[config.mk]
export PLATFORM = sky130hd
export DESIGN_NAME = cam_sensor_emulator
export DESIGN_NICKNAME = d
export VERILOG_FILES = /design/src/rtl/cam_sensor_emulator.sv
export SDC_FILE = /design/constraint.sdc
export NUM_CORES = 1
export LEC_CHECK = 0
export ABC_AREA = 1
export CORE_MARGIN = 3
export CORE_UTILIZATION = 39
export DETAILED_ROUTE_END_ITERATION = 10
export GPL_TIMING_DRIVEN = 0
export HOLD_SLACK_MARGIN = 0.08
export PLACE_DENSITY_LB_ADDON = 0.2
export SETUP_SLACK_MARGIN = 0.05
export SLEW_MARGIN = 20
export SYNTH_ARGS = -nofsm -noshare
export SYNTH_HDL_FRONTEND = slang
export SYNTH_SLANG_ARGS = --single-unit
[constraint.sdc]
create_clock -name sys_clk -period 2.3 [get_ports sys_clk]
set_input_delay 0.46 -clock sys_clk [delete_from_list [all_inputs] [get_ports sys_clk]]
set_output_delay 0.46 -clock sys_clk [all_outputs]
set_load 0.01 [all_outputs]
[src/rtl/cam_sensor_emulator.sv]
// Camera sensor emulator: generates a DVP-style pixel clock, vsync/href framing
// and YUV422 test-pattern bytes (Y first, chroma fixed at 8'h80).
// Ports:
//   sys_clk, nreset         - system clock, asynchronous active-low reset
//   start                   - one-cycle frame request (ignored while busy)
//   continuous              - repeat frames back-to-back when sampled high at frame end
//   pattern, bar_col        - test pattern select and bar start pixel (latched per frame)
//   cam_pclk                - emulated pixel clock (half-period CLK_DIV sys_clk cycles)
//   cam_vsync, cam_href     - frame/line framing, updated only on pclk falling edges
//   cam_data                - pixel byte, updated only on pclk falling edges
//   busy, frame_done        - frame in progress, one-cycle end-of-frame pulse
module cam_sensor_emulator #(
  parameter int unsigned CLK_DIV      = 1,
  parameter int unsigned H_PIXELS     = 32,
  parameter int unsigned V_LINES      = 2,
  parameter int unsigned VSYNC_PCLKS  = 4,
  parameter int unsigned VBP_PCLKS    = 8,
  parameter int unsigned HBLANK_PCLKS = 8,
  parameter int unsigned VFP_PCLKS    = 8,
  parameter logic [7:0]  Y_DARK       = 8'd50,
  parameter logic [7:0]  Y_LIGHT      = 8'd200,
  parameter int unsigned BAR_W        = 4
) (
  input  logic       sys_clk,
  input  logic       nreset,
  input  logic       start,
  input  logic       continuous,
  input  logic [1:0] pattern,
  input  logic [7:0] bar_col,
  output logic       cam_pclk,
  output logic       cam_vsync,
  output logic       cam_href,
  output logic [7:0] cam_data,
  output logic       busy,
  output logic       frame_done
);

  localparam int unsigned BYTES = 2 * H_PIXELS;
  localparam int unsigned BW    = (BYTES > 1) ? $clog2(BYTES) : 1;
  localparam int unsigned LW    = (V_LINES > 1) ? $clog2(V_LINES) : 1;
  localparam int unsigned DW    = (CLK_DIV > 1) ? $clog2(CLK_DIV) : 1;
  localparam int unsigned PM_A  = (VSYNC_PCLKS > VBP_PCLKS) ? VSYNC_PCLKS : VBP_PCLKS;
  localparam int unsigned PM_B  = (HBLANK_PCLKS > VFP_PCLKS) ? HBLANK_PCLKS : VFP_PCLKS;
  localparam int unsigned PMAX  = (PM_A > PM_B) ? PM_A : PM_B;
  localparam int unsigned PW    = (PMAX > 1) ? $clog2(PMAX) : 1;

  typedef enum logic [2:0] {
    S_IDLE   = 3'd0,
    S_VSYNC  = 3'd1,
    S_VBP    = 3'd2,
    S_LINE   = 3'd3,
    S_HBLANK = 3'd4,
    S_VFP    = 3'd5
  } state_e;

  state_e          state_q, state_d;
  logic [DW-1:0]   div_cnt_q, div_cnt_d;
  logic            pclk_q, pclk_d;
  logic [PW-1:0]   phase_q, phase_d;
  logic [BW-1:0]   byte_q, byte_d;
  logic [LW-1:0]   line_q, line_d;
  logic            vsync_q, vsync_d;
  logic            href_q, href_d;
  logic [7:0]      data_q, data_d;
  logic            busy_q, busy_d;
  logic            frame_done_q, frame_done_d;
  logic            start_pend_q, start_pend_d;
  logic [1:0]      pattern_q, pattern_d;
  logic [7:0]      bar_col_q, bar_col_d;

  logic            div_last_c;
  logic            tick_c;
  logic            go_c;
  logic            phase_done_c;
  logic            line_end_c;
  logic            last_line_c;

  // Byte for index byte_idx of line line_idx under the latched pattern.
  function automatic logic [7:0] byte_value(input logic [1:0]    pat,
                                            input logic [7:0]    bar,
                                            input logic [BW-1:0] byte_idx,
                                            input logic [LW-1:0] line_idx);
    logic [BW-1:0] x;
    logic [8:0]    x9;
    logic [8:0]    bar_lo;
    logic [8:0]    bar_hi;
    logic [7:0]    y;
    x      = byte_idx >> 1;
    x9     = 9'(x);
    bar_lo = {1'b0, bar};
    bar_hi = bar_lo + 9'(BAR_W);
    case (pat)
      2'd0:    y = x[0] ? Y_LIGHT : Y_DARK;
      2'd1:    y = ((x9 >= bar_lo) && (x9 < bar_hi)) ? Y_DARK : Y_LIGHT;
      2'd2:    y = 8'(x) + 8'(line_idx);
      default: y = Y_LIGHT;
    endcase
    byte_value = byte_idx[0] ? 8'h80 : y;
  endfunction

  // Pixel clock divider; a tick is the sys_clk cycle where pclk falls.
  always_comb begin
    div_last_c = (div_cnt_q == DW'(CLK_DIV - 1));
    div_cnt_d  = div_last_c ? '0 : div_cnt_q + DW'(1);
    pclk_d     = div_last_c ? ~pclk_q : pclk_q;
    tick_c     = div_last_c & pclk_q;
  end

  // Phase-length, line-end and frame-request conditions.
  always_comb begin
    go_c        = start_pend_q | start;
    line_end_c  = (byte_q == BW'(BYTES - 1));
    last_line_c = (line_q == LW'(V_LINES - 1));
    case (state_q)
      S_VSYNC:  phase_done_c = (phase_q == PW'(VSYNC_PCLKS - 1));
      S_VBP:    phase_done_c = (phase_q == PW'(VBP_PCLKS - 1));
      S_HBLANK: phase_done_c = (phase_q == PW'(HBLANK_PCLKS - 1));
      S_VFP:    phase_done_c = (phase_q == PW'(VFP_PCLKS - 1));
      default:  phase_done_c = 1'b0;
    endcase
  end

  // State register.
  always_ff @(posedge sys_clk or negedge nreset) begin
    if (!nreset) state_q <= S_IDLE;
    else         state_q <= state_d;
  end

  // Next-state logic; transitions only happen on ticks.
  always_comb begin
    state_d = state_q;
    if (tick_c) begin
      case (state_q)
        S_IDLE:   if (go_c) state_d = S_VSYNC;
        S_VSYNC:  if (phase_done_c) state_d = S_VBP;
        S_VBP:    if (phase_done_c) state_d = S_LINE;
        S_LINE:   if (line_end_c) state_d = last_line_c ? S_VFP : S_HBLANK;
        S_HBLANK: if (phase_done_c) state_d = S_LINE;
        S_VFP:    if (phase_done_c) state_d = continuous ? S_VSYNC : S_IDLE;
        default:  state_d = S_IDLE;
      endcase
    end
  end

  // Output and datapath next values; outputs move only on ticks.
  always_comb begin
    vsync_d      = vsync_q;
    href_d       = href_q;
    data_d       = data_q;
    busy_d       = busy_q;
    frame_done_d = 1'b0;
    start_pend_d = start_pend_q | (start & ~busy_q);
    pattern_d    = pattern_q;
    bar_col_d    = bar_col_q;
    phase_d      = phase_q;
    byte_d       = byte_q;
    line_d       = line_q;
    if (tick_c) begin
      case (state_q)
        S_IDLE: begin
          vsync_d = 1'b1;
          href_d  = 1'b0;
          data_d  = 8'd0;
          if (go_c) begin
            busy_d       = 1'b1;
            start_pend_d = 1'b0;
            pattern_d    = pattern;
            bar_col_d    = bar_col;
            phase_d      = '0;
          end
        end
        S_VSYNC: begin
          if (phase_done_c) begin
            vsync_d = 1'b0;
            phase_d = '0;
          end else begin
            phase_d = phase_q + PW'(1);
          end
        end
        S_VBP: begin
          if (phase_done_c) begin
            href_d = 1'b1;
            byte_d = '0;
            line_d = '0;
            data_d = byte_value(pattern_q, bar_col_q, '0, '0);
          end else begin
            phase_d = phase_q + PW'(1);
          end
        end
        S_LINE: begin
          if (line_end_c) begin
            href_d  = 1'b0;
            data_d  = 8'd0;
            phase_d = '0;
          end else begin
            byte_d = byte_q + BW'(1);
            data_d = byte_value(pattern_q, bar_col_q, byte_q + BW'(1), line_q);
          end
        end
        S_HBLANK: begin
          if (phase_done_c) begin
            href_d = 1'b1;
            byte_d = '0;
            line_d = line_q + LW'(1);
            data_d = byte_value(pattern_q, bar_col_q, '0, line_q + LW'(1));
          end else begin
            phase_d = phase_q + PW'(1);
          end
        end
        S_VFP: begin
          if (phase_done_c) begin
            vsync_d      = 1'b1;
            frame_done_d = 1'b1;
            phase_d      = '0;
            if (continuous) begin
              pattern_d = pattern;
              bar_col_d = bar_col;
            end else begin
              busy_d = 1'b0;
            end
          end else begin
            phase_d = phase_q + PW'(1);
          end
        end
        default: begin
          vsync_d = 1'b1;
          href_d  = 1'b0;
          data_d  = 8'd0;
          busy_d  = 1'b0;
        end
      endcase
    end
  end

  // Datapath and output registers.
  always_ff @(posedge sys_clk or negedge nreset) begin
    if (!nreset) begin
      div_cnt_q    <= '0;
      pclk_q       <= 1'b0;
      phase_q      <= '0;
      byte_q       <= '0;
      line_q       <= '0;
      vsync_q      <= 1'b1;
      href_q       <= 1'b0;
      data_q       <= 8'd0;
      busy_q       <= 1'b0;
      frame_done_q <= 1'b0;
      start_pend_q <= 1'b0;
      pattern_q    <= 2'd0;
      bar_col_q    <= 8'd0;
    end else begin
      div_cnt_q    <= div_cnt_d;
      pclk_q       <= pclk_d;
      phase_q      <= phase_d;
      byte_q       <= byte_d;
      line_q       <= line_d;
      vsync_q      <= vsync_d;
      href_q       <= href_d;
      data_q       <= data_d;
      busy_q       <= busy_d;
      frame_done_q <= frame_done_d;
      start_pend_q <= start_pend_d;
      pattern_q    <= pattern_d;
      bar_col_q    <= bar_col_d;
    end
  end

  assign cam_pclk   = pclk_q;
  assign cam_vsync  = vsync_q;
  assign cam_href   = href_q;
  assign cam_data   = data_q;
  assign busy       = busy_q;
  assign frame_done = frame_done_q;

endmodule

Yosys cells after proc, flatten, opt, wreduce, memory -nomap -nowiden
Cells that the tools add are included.

operators by class
  reduce and logical (&&, ||, !) cells = 22
  add/subtract/negate cells = 6
  bitwise operators = 10
  equality and inequality tests = 21
  $lt $le $gt $ge = 4
  muxes and demuxes = 54

operators with widths
  operator                                              count
  two-way mux 8 bit                                     10
  case mux 8 bit (3 select lines)                       3
  case mux 8 bit (4 select lines)                       1
  two-way mux 3 bit                                     9
  != test 2 bit (second input constant)                 10
  AND reduction 4 bit                                   5
  two-way mux 1 bit                                     16
  case mux 8 bit (2 select lines)                       1
  case mux 3 bit (5 select lines)                       1
  AND reduction 5 bit                                   3
  two-way mux 6 bit                                     2
  case mux 3 bit (4 select lines)                       1
  case mux 6 bit (2 select lines)                       1
  adder 8 x 3 -> 9 bit (second input constant)          1
  equality test 3 x 2 -> 1 bit (second input constant)  3
  equality test 3 bit (second input constant)           3
  < comparator 1 x 9 -> 1 bit (first input constant)    1
  < comparator 5 x 9 -> 1 bit                           1
  case mux 1 bit (3 select lines)                       3
  >= comparator 1 x 8 -> 1 bit (first input constant)   1
  >= comparator 5 x 8 -> 1 bit                          1
  adder 5 x 1 -> 6 bit                                  1
  adder 6 x 1 -> 6 bit (second input constant)          1
  equality test 6 bit (second input constant)           1
  21 further kinds                                      37

word-level totals
  bits in registers = 38
  output and inout port bits = 13
  word-level logic and storage cells = 131
  input port bits = 14

Depth between registers and ports, before layout
  depth in word-level cells = 8
  mapped depth = 19
  depth with buffers taken out = 18

Least setup slack after synthesis
Ideal clock, no wire load.

  path type = register -> register
  start = register byte_q[1]
  end = register data_q[4] (netlist: cam_data[4])
  cell stages (with the launch flop) = 18
  path buffers = 0
  path slack = 0.288 ns
  required time = 2.183 ns
  data arrival time = 1.895 ns
  setup time = 0.117 ns
  period minus slack after synthesis = 2.012 ns
  path through = dfrtp_1 -> ha_1 -> nand3_1 -> nand2_1 -> nand2_1 -> inv_1 -> ha_1 -> nand2_1 -> nor2_1 -> nand2_1 -> nand3_1 -> nand2_1 -> a21oi_1 -> nand2_1 -> nand2_1 -> nand2_1 -> nand2_1 -> nand2_1

on the way
  cells in the longest elaborated chain, start to end = 8
  elaborated cells on any way between the ends = 12
  classes of those cells = 2 x add/sub; 2 x order compare; 1 x eq/ne; 6 x mux; 1 x reduce/logical

ends and longest elaborated chain
  element                                                                             line  source
  from (decl)                                                                         60    logic [BW-1:0] byte_q, byte_d;
  from (signal assigned)                                                              255   byte_q <= byte_d;
  adder 6 x 1 -> 6 bit                                                                197   data_d = byte_value(pattern_q, bar_col_q, byte_q + BW'(1), line_q);
  < comparator 5 x 9 -> 1 bit / >= comparator 5 x 8 -> 1 bit (equally long branches)  94    2'd1: y = ((x9 >= bar_lo) && (x9 < bar_hi)) ? Y_DARK : Y_LIGHT;
  logical AND 1 bit                                                                   94
  two-way mux 8 bit                                                                   94
  case mux 8 bit (3 select lines)                                                     92    case (pat)
  two-way mux 8 bit                                                                   98    byte_value = byte_idx[0] ? 8'h80 : y;
  two-way mux 8 bit *                                                                 191   if (line_end_c) begin
  case mux 8 bit (4 select lines) *                                                   159   case (state_q)
  to (signal assigned)                                                                259   data_q <= data_d;
  to (decl)                                                                           64    logic [7:0] data_q, data_d;

Mark *: on every way between the ends. The rest lies on a longest branch, timed or not.
A chain may end at the register's enable or synchronous reset.

Worst setup path in the final report
Same ends and word-level chain as after synthesis.

==> impl_results.md <==
- Final Hold Vio Count: 0
- Register bit total from synthesis: 37
- Routed via count: 2214
- Fmax: 476 MHz
- DRT antenna net count: 0
- Critical path type: flop to flop
- Netlist cell types: 36
- Most frequent cells in the layout: 102 x nand2_1, 39 x inv_1, 33 x dfrtp_1
- CTS Buf Count: 5
- DRC violations left: 0
- Power density cells: between 1000 and 1500 nW/um^2
- H-tree depth: 2
- P&R area growth vs syn: 29.1%
- Fin. max-slew vios: 0
- Sequential Area: 931 um^2
- Std cell rows: 27
- CP max FO: 4
- CTS sink count: 37
- DR WL met2: about 2700 um
- Crit path capture type: flop
- CP arrival: 2.33 ns
- Synth Net Count: 361
- Largest net degree at the start of global routing: 20
- Final min period: roughly 2.1 ns
- N_diodes: 0
- CP max stage cell: dfrtp_2
- Max Root-Sink Buffers: 2
- Clock Latency Late Sink: just under 0.3 ns
- Top routing layer used: met4
- Mapped Cells: 333
- DR WL/cell: 12.7 um
- Core area: approximately 5700 um^2
- DP HPWL: approximately 4200 um
- Clock-pin slew on the worst setup and hold paths: 0.08 ns
- Synth async-reset ratio: 100%
- Die Span X: 84.5 um
- First-pass GRT wire length: 9700 um
- Crit start category: flop
- # IOs: 27
- Netlist Area Pre-Place: 2400 um^2
- CTS tree: done
- Final setup violation count: 0
- Worst path cell trace: ha_4, nand4_1, nand2_2, inv_4, ha_4, inv_1, nor2_1, nand2_1, a21oi_2, buf_4, a21oi_4, nand2_1, nand2_1, nand2_1, nand2_1, nand2_1
- CTS root buf: clkbuf_8
- Worst hold path class: input pin to asynchronous set/reset pin
- Status: complete, no violations
- Commonest non-fill, non-tap cell in the layout: nand2_1
- Worst-Margin Slew: 0.529 ns
- Flop2flop setup slack: 0.20 ns
- Wirelength, routed: 5690 um
- I/O Buffers: 26
- CP peak stage delay: about 0.43 ns
- Initial antenna violation count: 0
- Max-cap violations: 0
- FF-to-FF path depth: 16
- Sequential share of the synthesized area: 38.6%
- Metal-1 WL: 2730 um
- Fin Setup TNS: 0 ns
- DR iter-0 viols: 122
- Main flop type after synthesis: dfrtp_1
- Peak supply drop: 0.587 mV
- Number of flops mapped to enable cells by yosys: 0
- Required time of the critical path: about 2.5 ns
- Filler instances: 583
- Vias in the first global route: 2093
- Final instance area: 3100 um^2
- Tcrit/Tclk final: about 91%
- Area occupied by multi-input gates: around 1400 um^2
- DP Area: 2780 um^2
- R2R Path Start: byte_q[1]
- Worst Skew: roughly 0.0039 ns
- Max-slew headroom: 64.8%
- Initial core utilization: 41.8%
- Share of layout cells above drive strength 1: 20.7%
- Syn Area/Cell: slightly above 7 um^2
- Worst path most repeated cell: nand2_1
- Placer Congestion: 0.889
- Leakage: approximately 1.5 nW
- Die Y: 84.5 um
- Worst R2R End: cam_data[4]
- Yosys warns: 0
- Die area: 7140 um^2
- Met3 routed WL: ~220 um
- Congestion Overflow GR: 0
- Vias per std cell: between 4 and 5
- Final nets: 403
- Detailed-router iteration count before antenna repair: 4
- Total Routing Usage GR: 16.5%
-- worst max path at each step --
stage | from | to | slack, ns | cells after the start
final | byte_q[1] | cam_data[4] | 0.20 | 16
after global routing | byte_q[1] | cam_data[4] | -0.006 | 16
after CTS | byte_q[2] | cam_data[4] | 0.06 | 18
after detailed placement | byte_q[1] | cam_data[4] | -0.06 | 16
after global placement | nreset | phase_q[2] | -0.23 | 1
after floorplan | byte_q[1] | cam_data[4] | 0.29 | 17
-- power breakdown --
group,switching (mW),internal (mW),leakage [nW],total (mW)
Sequential,0.179,0.893,0.464,1.07
Combinational,1.34,0.890,1.03,2.23
Clock,0.258,0.215,0.0445,0.473
Total,1.77,2.00,1.53,3.77
-- synthesized netlist by cell type (2+ instances only) --
library cell | instances | area [um^2]
nand2_1 | 113 | 424
inv_1 | 43 | 161
dfrtp_1 | 36 | 901
nor2_1 | 29 | 109
nand3_1 | 25 | 125
o21ai_0 | 18 | 90.1
ha_1 | 14 | 175
a21oi_2 | 6 | 52.6
inv_2 | 5 | 18.8
nand4_1 | 5 | 31.3
a21oi_1 | 4 | 20.0
nor2_2 | 3 | 18.8
buf_2 | 2 | 10.0
nand2_2 | 2 | 12.5
nand3b_1 | 2 | 15.0
nor4_1 | 2 | 12.5
o21ai_1 | 2 | 10.0
o21ai_2 | 2 | 17.5
or2_2 | 2 | 12.5
xnor2_1 | 2 | 17.5
-- worst max-delay path: cells and delay by family, from the launching register on --
kind	cells	cell delay, ns
AND/OR/NAND/NOR	9	0.72
adder cells (fa/ha/maj)	2	0.46
flip-flops	1	0.43
buffers and inverters	3	0.24
AO/OA/AOI/OAI	2	0.20
-- flip-flops by register name, indices dropped and copies added, names as in the netlist --
signal	count
frame_done	1
pattern_q	2
start_pend_q	1
cam_href	1
cam_vsync	1
byte_q	6
cam_data	8
bar_col_q	8
phase_q	3
last_line_c	1
state_q	3
busy	1
cam_pclk	1
-- area by class of cell --
type | count | area share (%)
buffer | 4 | 1.33
clock buffer | 5 | 2.22
clock inverter | 3 | 0.686
inverter | 48 | 5.89
multi-input combinational | 244 | 45.9
sequential | 37 | 30.0
tap | 72 | 2.91
timing repair buffer | 35 | 11.1
-- what timing repair did --
item,in CTS,in global routing
setup buffers,2,6
hold buffers,0,0
endpoints found under the setup margin,6,6
pin swaps,1,13
resized for setup,7,36
-- metal layers --
layer	vias up	global-route usage [%]
met3	7	2.75
li1	1153	-
met2	39	26.5
met1	1015	23.1
met4	0	4.60
met5	-	0
-- kinds of logic after synthesis --
kind of cell / after synthesis / synth area share, %
buf+inv: 52 / 8.70
xor+xnor: 3 / 1.09
compound gates: 38 / 10.3
simple gates: 189 / 34.0
flops: 37 / 38.6
fa+ha+maj: 14 / 7.29
-- metrics by stage --
step / util (%) / instances / hold slack (ns) / setup WS [ns] / total power, mW
5_1_grt: 54.0 / 448 / 0.171 / -0.00573 / 4.19
2_1_floorplan: - / 333 / 0.164 / 0.288 / 2.50
4_1_cts: 50.6 / 442 / 0.150 / 0.0626 / 3.56
3_3_place_gp: 47.9 / 431 / 0.456 / -0.228 / 3.00
6_report: 54.0 / 448 / 0.141 / 0.200 / 3.77
3_5_place_dp: 48.3 / 432 / 0.464 / -0.0551 / 3.05
(Power assumes the default switching activity.)
